--- src/rtl/pipe_hazard_ctrl.sv ---
// rtl/pipe_hazard_ctrl.sv - front-end stall/flush arbitration with syscall drain sequencing
module pipe_hazard_ctrl #(
   parameter int DRAIN_CYCLES = 3,
   parameter int CNT_W        = 32
) (
   input  logic             CLK,
   input  logic             RESET,
   input  logic             REDIRECT,
   input  logic             SYSCALL_ID,
   input  logic             LOAD_USE,
   input  logic             IF_MISS,
   input  logic             SYSCALL_DONE,
   output logic             STALL_IF,
   output logic             STALL_IFID,
   output logic             FLUSH_IFID,
   output logic             FLUSH_IDEX,
   output logic             SYSCALL_REQ,
   output logic [1:0]       STATE,
   output logic [CNT_W-1:0] STALL_CNT,
   output logic [CNT_W-1:0] FLUSH_CNT
);

   localparam logic [1:0] ST_RUN    = 2'd0;
   localparam logic [1:0] ST_DRAIN  = 2'd1;
   localparam logic [1:0] ST_WAIT   = 2'd2;
   localparam logic [1:0] ST_RESUME = 2'd3;

   localparam logic [3:0] DRAIN_LOAD = 4'(DRAIN_CYCLES - 1);

   logic [1:0] state;
   logic [1:0] state_nxt;
   logic [3:0] drain_cnt;
   logic [3:0] drain_cnt_nxt;
   logic       redirect_take;

   assign STATE = state;

   always_comb begin
      state_nxt     = state;
      drain_cnt_nxt = drain_cnt;
      redirect_take = 1'b0;
      STALL_IF      = 1'b0;
      STALL_IFID    = 1'b0;
      FLUSH_IFID    = 1'b0;
      FLUSH_IDEX    = 1'b0;
      SYSCALL_REQ   = 1'b0;
      if (!RESET) begin
         // Hold both pipeline registers empty while reset is asserted.
         FLUSH_IFID = 1'b1;
         FLUSH_IDEX = 1'b1;
      end else begin
         case (state)
            ST_RUN: begin
               if (REDIRECT) begin
                  FLUSH_IFID    = 1'b1;
                  FLUSH_IDEX    = 1'b1;
                  STALL_IF      = IF_MISS;
                  redirect_take = 1'b1;
               end else if (SYSCALL_ID) begin
                  STALL_IF      = 1'b1;
                  STALL_IFID    = 1'b1;
                  FLUSH_IDEX    = 1'b1;
                  drain_cnt_nxt = DRAIN_LOAD;
                  state_nxt     = ST_DRAIN;
               end else if (LOAD_USE) begin
                  STALL_IF   = 1'b1;
                  STALL_IFID = 1'b1;
                  FLUSH_IDEX = 1'b1;
               end else if (IF_MISS) begin
                  STALL_IF   = 1'b1;
                  FLUSH_IFID = 1'b1;
               end
            end
            ST_DRAIN: begin
               if (REDIRECT) begin
                  // An older branch went the other way: the syscall is wrong-path.
                  FLUSH_IFID    = 1'b1;
                  FLUSH_IDEX    = 1'b1;
                  STALL_IF      = IF_MISS;
                  redirect_take = 1'b1;
                  drain_cnt_nxt = 4'd0;
                  state_nxt     = ST_RUN;
               end else begin
                  STALL_IF   = 1'b1;
                  STALL_IFID = 1'b1;
                  FLUSH_IDEX = 1'b1;
                  if (drain_cnt == 4'd0) begin
                     state_nxt = ST_WAIT;
                  end else begin
                     drain_cnt_nxt = drain_cnt - 4'd1;
                  end
               end
            end
            ST_WAIT: begin
               STALL_IF    = 1'b1;
               STALL_IFID  = 1'b1;
               FLUSH_IDEX  = 1'b1;
               SYSCALL_REQ = 1'b1;
               if (SYSCALL_DONE) begin
                  state_nxt = ST_RESUME;
               end
            end
            default: begin
               FLUSH_IFID = 1'b1;
               STALL_IF   = IF_MISS;
               state_nxt  = ST_RUN;
            end
         endcase
      end
   end

   always_ff @(posedge CLK or negedge RESET) begin
      if (!RESET) begin
         state     <= ST_RUN;
         drain_cnt <= 4'd0;
         STALL_CNT <= '0;
         FLUSH_CNT <= '0;
      end else begin
         state     <= state_nxt;
         drain_cnt <= drain_cnt_nxt;
         if (STALL_IFID && (STALL_CNT != {CNT_W{1'b1}})) begin
            STALL_CNT <= STALL_CNT + CNT_W'(1);
         end
         if (redirect_take && (FLUSH_CNT != {CNT_W{1'b1}})) begin
            FLUSH_CNT <= FLUSH_CNT + CNT_W'(1);
         end
      end
   end

endmodule

--- config.mk ---
export PLATFORM = sky130hd
export DESIGN_NAME = pipe_hazard_ctrl
export DESIGN_NICKNAME = d
export VERILOG_FILES = /design/src/rtl/pipe_hazard_ctrl.sv
export SDC_FILE = /design/constraint.sdc
export NUM_CORES = 1
export LEC_CHECK = 0
export BUFFER_PORTS_ARGS = -buffer_cell sky130_fd_sc_hd__buf_2
export CAP_MARGIN = 30
export CORE_UTILIZATION = 26
export CTS_CLUSTER_DIAMETER = 50
export CTS_CLUSTER_SIZE = 20
export DETAILED_ROUTE_END_ITERATION = 7
export PLACE_DENSITY = 0.44
export SLEW_MARGIN = 20
export SYNTH_ARGS = -nofsm -noshare
export SYNTH_HDL_FRONTEND = slang
export SYNTH_SLANG_ARGS = --single-unit
--- constraint.sdc ---
create_clock -name CLK -period 6.1 [get_ports CLK]
set_input_delay 1.22 -clock CLK [delete_from_list [all_inputs] [get_ports CLK]]
set_output_delay 1.22 -clock CLK [all_outputs]
set_load 0.01 [all_outputs]
==> flow_summary.toml <==
[synth]
synthDistinctLibCells = 48
mappedNetlistNets = 380
fraction_of_registers_with_async_set_reset_pct = 100.0
syn_area_per_cell_um2 = 10.18
synth_edf_count = 0
syn-instance-count = 364
synthesis.yosys.warnings = 0
ys_ff_latch = 70
synthFlopType = "dfrtp_1"
post_synth_instance_area_um2 = 3707
synth.yosys.seq_area_share_pct = 47.25

[worst_hold_path]
worst_hold_path_type = "register to register"

[grt]
grtUsageTotal_pct = 12.77
grt_start_max_net_pins = 43
grt_use_met1_pct = 16.48
met3_usage_pct = 3.806
grt_pass1_vias = 3064
grt_util_met2_pct = 20.21
grt_pass1_wl_mm = 14.85
grt.busiest_layer = "met2"
global_route.overflow_total = 0
initial_antenna_violation_count = 0

[drt]
post_drt_wl_per_cell_um = 13.92
route.vias.total = 3041
drt_wl_total_mm = 8.782
detail_route.first_pass.iterations = 4
drtAntennaViolNets = 0
drt-vias-per-instance = 4.819
detail_route.drc_violations = 0
drtIter0Drc = 139

[floorplan]
top_level_port_count = 78
die_area_um2 = 14740
height_of_the_die_um = 121.4
floorplan.die.width_um = 121.4
coreArea_um2 = 13880
floorplan.initialDensity_pct = 26.71
rows = 43

[timing]
post-route-period-util_pct = 60.72
rsz0062_at_grt = "false"
fin_worst_hold_slack_ns = 0.4903
timing.clock.skew_ns = 0.003562
setup_violations = 0
finalMaxSlewViolations = 0
finalCriticalPeriod_ns = 3.704
hold_viol_final = 0
tightestPinTransition_ns = 0.7255
totalNegativeSetupSlack_ns = 0
maxClockFrequency_ghz = 0.2700
timing.slew.headroom_pct = 51.00

[pwr]
pwr_density_cell_nw_per_um2 = 309.1
power_mw = 1.414
leakage_nw = 2.328
power.ir.vdd_worst_mv = 0.2155

[critical_path]
timing.critical_path.cells = "buf_4 -> buf_4 -> o21ai_0 -> buf_2"
worstPathBufferInverterCount = 3
critPathArrivalTime_ns = 2.48
cpMaxStageDelayCell = "buf_4"
critical_setup_path_class = "primary input to output port"
critPathCaptureType = "output port"
path_common_cell = "buf_4"
setup.worst_path.start_class = "primary input"
path_max_fanout = 42
timing.critical_path.max_delay_family = "buffers and inverters"
critical_path_required_ns = 4.88
maximum_single_stage_delay_on_the_critical_path_ns = 0.54

[cts]
number_of_buffers_added_for_setup_after_cts = 0
cts_resized = 0
total_clock_sinks = 70
cts.htree.levels = 3
cts.hold.buffers_added = 0
root_buffer = "clkbuf_16"
cts_made_buffers = 9
worst_setup_hold_path_clk_slew_ns = 0.05
clk_path_buf_depth = 2
clock_latency_ns = 0.33
tritoncts = "done"

[place]
portBuffers = 77
gp_congestion = 0.7741
detailedPlacementHpwl_mm = 6.426

[outcome]
run_status = "finished clean"

[layout]
antenna_cells = 0
fillerInstances = 1460
area_delta_synth_final_pct = 23.35
fin_nets = 463
layout-drive-gt1-share_pct = 22.62

[run]
drv_cap = 0
==> worst register-to-register path, delay by kind of cell (launching register included) <==
family                     cells  cell delay (ns)
muxes                          1             0.29
and+or+nand+nor                3             1.30
adders and majority gates      1             0.27
buffers and inverters          2             0.39
DFF                            1             0.49
==> Yosys cell counts, types with 8 or more instances <==
master / number / area, um^2
a21oi_1: 8 / 40.04
and3_1: 13 / 81.33
and4_1: 11 / 96.34
dfrtp_1: 70 / 1752
ha_1: 9 / 112.6
inv_1: 11 / 41.29
nand2_1: 30 / 112.6
nand3_1: 19 / 95.09
nand4_1: 21 / 131.4
nor2_1: 15 / 56.30
nor3_1: 23 / 115.1
o21ai_0: 8 / 40.04
xnor2_1: 23 / 201.4
xor2_1: 36 / 315.3
==> cells by family (layout without fill, tap and decap cells) <==
logic type | count (synthesis) | count (layout) | synth area share, %
mux | 6 | 6 | 1.856
fa+ha+maj | 9 | 9 | 3.038
simple gates | 167 | 167 | 25.65
compound gates | 34 | 34 | 6.109
xor+xnor | 59 | 59 | 13.94
flops | 70 | 70 | 47.25
buf+inv | 19 | 106 | 2.160
==> layer usage <==
layer  routed length, um  share of wire, %  up-vias
li1                    -                 -     1478
met4                 116               1.3        0
met1                4143                47     1484
met3                 435               5.0       10
met5                   0                 0        -
met2                4086                47       69
==> registers in the layout, indices dropped and copies added, names as in the netlist <==
signal	flops
FLUSH_CNT	32
STALL_CNT	32
drain_cnt	4
STATE	2
==> placed cells by master, fill, tap and decap left out, types with 3 or more instances in the layout <==
cell type,synthesis,final
and4_1,11,11
nand2b_1,3,3
buf_4,0,4
and3_1,13,13
nor2_1,15,15
xor2_1,36,36
nand4_1,21,21
nand2_1,30,30
nand3_1,19,19
ha_1,9,9
o21a_1,3,3
nor4_1,7,7
inv_1,11,11
a21oi_1,8,8
or3_1,3,3
nor3_1,23,23
o21ai_0,8,8
xnor2_1,23,23
clkbuf_16,0,9
dfrtp_1,70,70
nor3b_1,3,3
and2_1,7,7
buf_2,1,76
clkbuf_1,6,3
==> cell type report <==
class                           count  area [um^2]  share of cell area (%)
Sequential cell                    70         1752                   38.30
Timing Repair Buffer               80        410.4                   8.974
Inverter                           11        41.29                  0.9029
Clock inverter                      1        5.005                  0.1094
Clock buffer                       14        264.0                   5.773
Multi-Input combinational cell    275         1876                   41.01
Tap cell                          180        225.2                   4.925
==> path summary, 6_finish.rpt <==
kind                       cells after the start                   endpoint  slack, ns                startpoint
hold / removal                                 1   FLUSH_CNT[6]$_DFFE_PN0P_       0.49  FLUSH_CNT[6]$_DFFE_PN0P_
max in group asynchronous                      2  FLUSH_CNT[28]$_DFFE_PN0P_       4.36                     RESET
hold reg to reg                                1   FLUSH_CNT[6]$_DFFE_PN0P_       0.49  FLUSH_CNT[6]$_DFFE_PN0P_
setup reg to reg                               7   STALL_CNT[1]$_DFFE_PN0P_       3.24  STALL_CNT[0]$_DFFE_PN0P_
setup / recovery                               4                 FLUSH_IDEX       2.40                     RESET
min in group asynchronous                      1   STALL_CNT[5]$_DFFE_PN0P_       0.83                     RESET
==> through the flow <==
step	cells	setup slack, ns	util [%]	instance area, um^2
after global placement	615	2.254	30.95	4297
after floorplan	364	2.874	-	3707
after CTS	631	2.275	32.95	4573
after global routing	631	2.159	32.95	4573
after detailed placement	616	2.136	31.01	4304
final	631	2.396	32.95	4573
==> power by group <==
group / switching (mW) / internal, mW / total [mW]
Sequential: 0.0725 / 0.517 / 0.590
Combinational: 0.193 / 0.151 / 0.343
Clock: 0.186 / 0.295 / 0.480
Total: 0.451 / 0.963 / 1.41
Power figures use the tool's default switching activity.
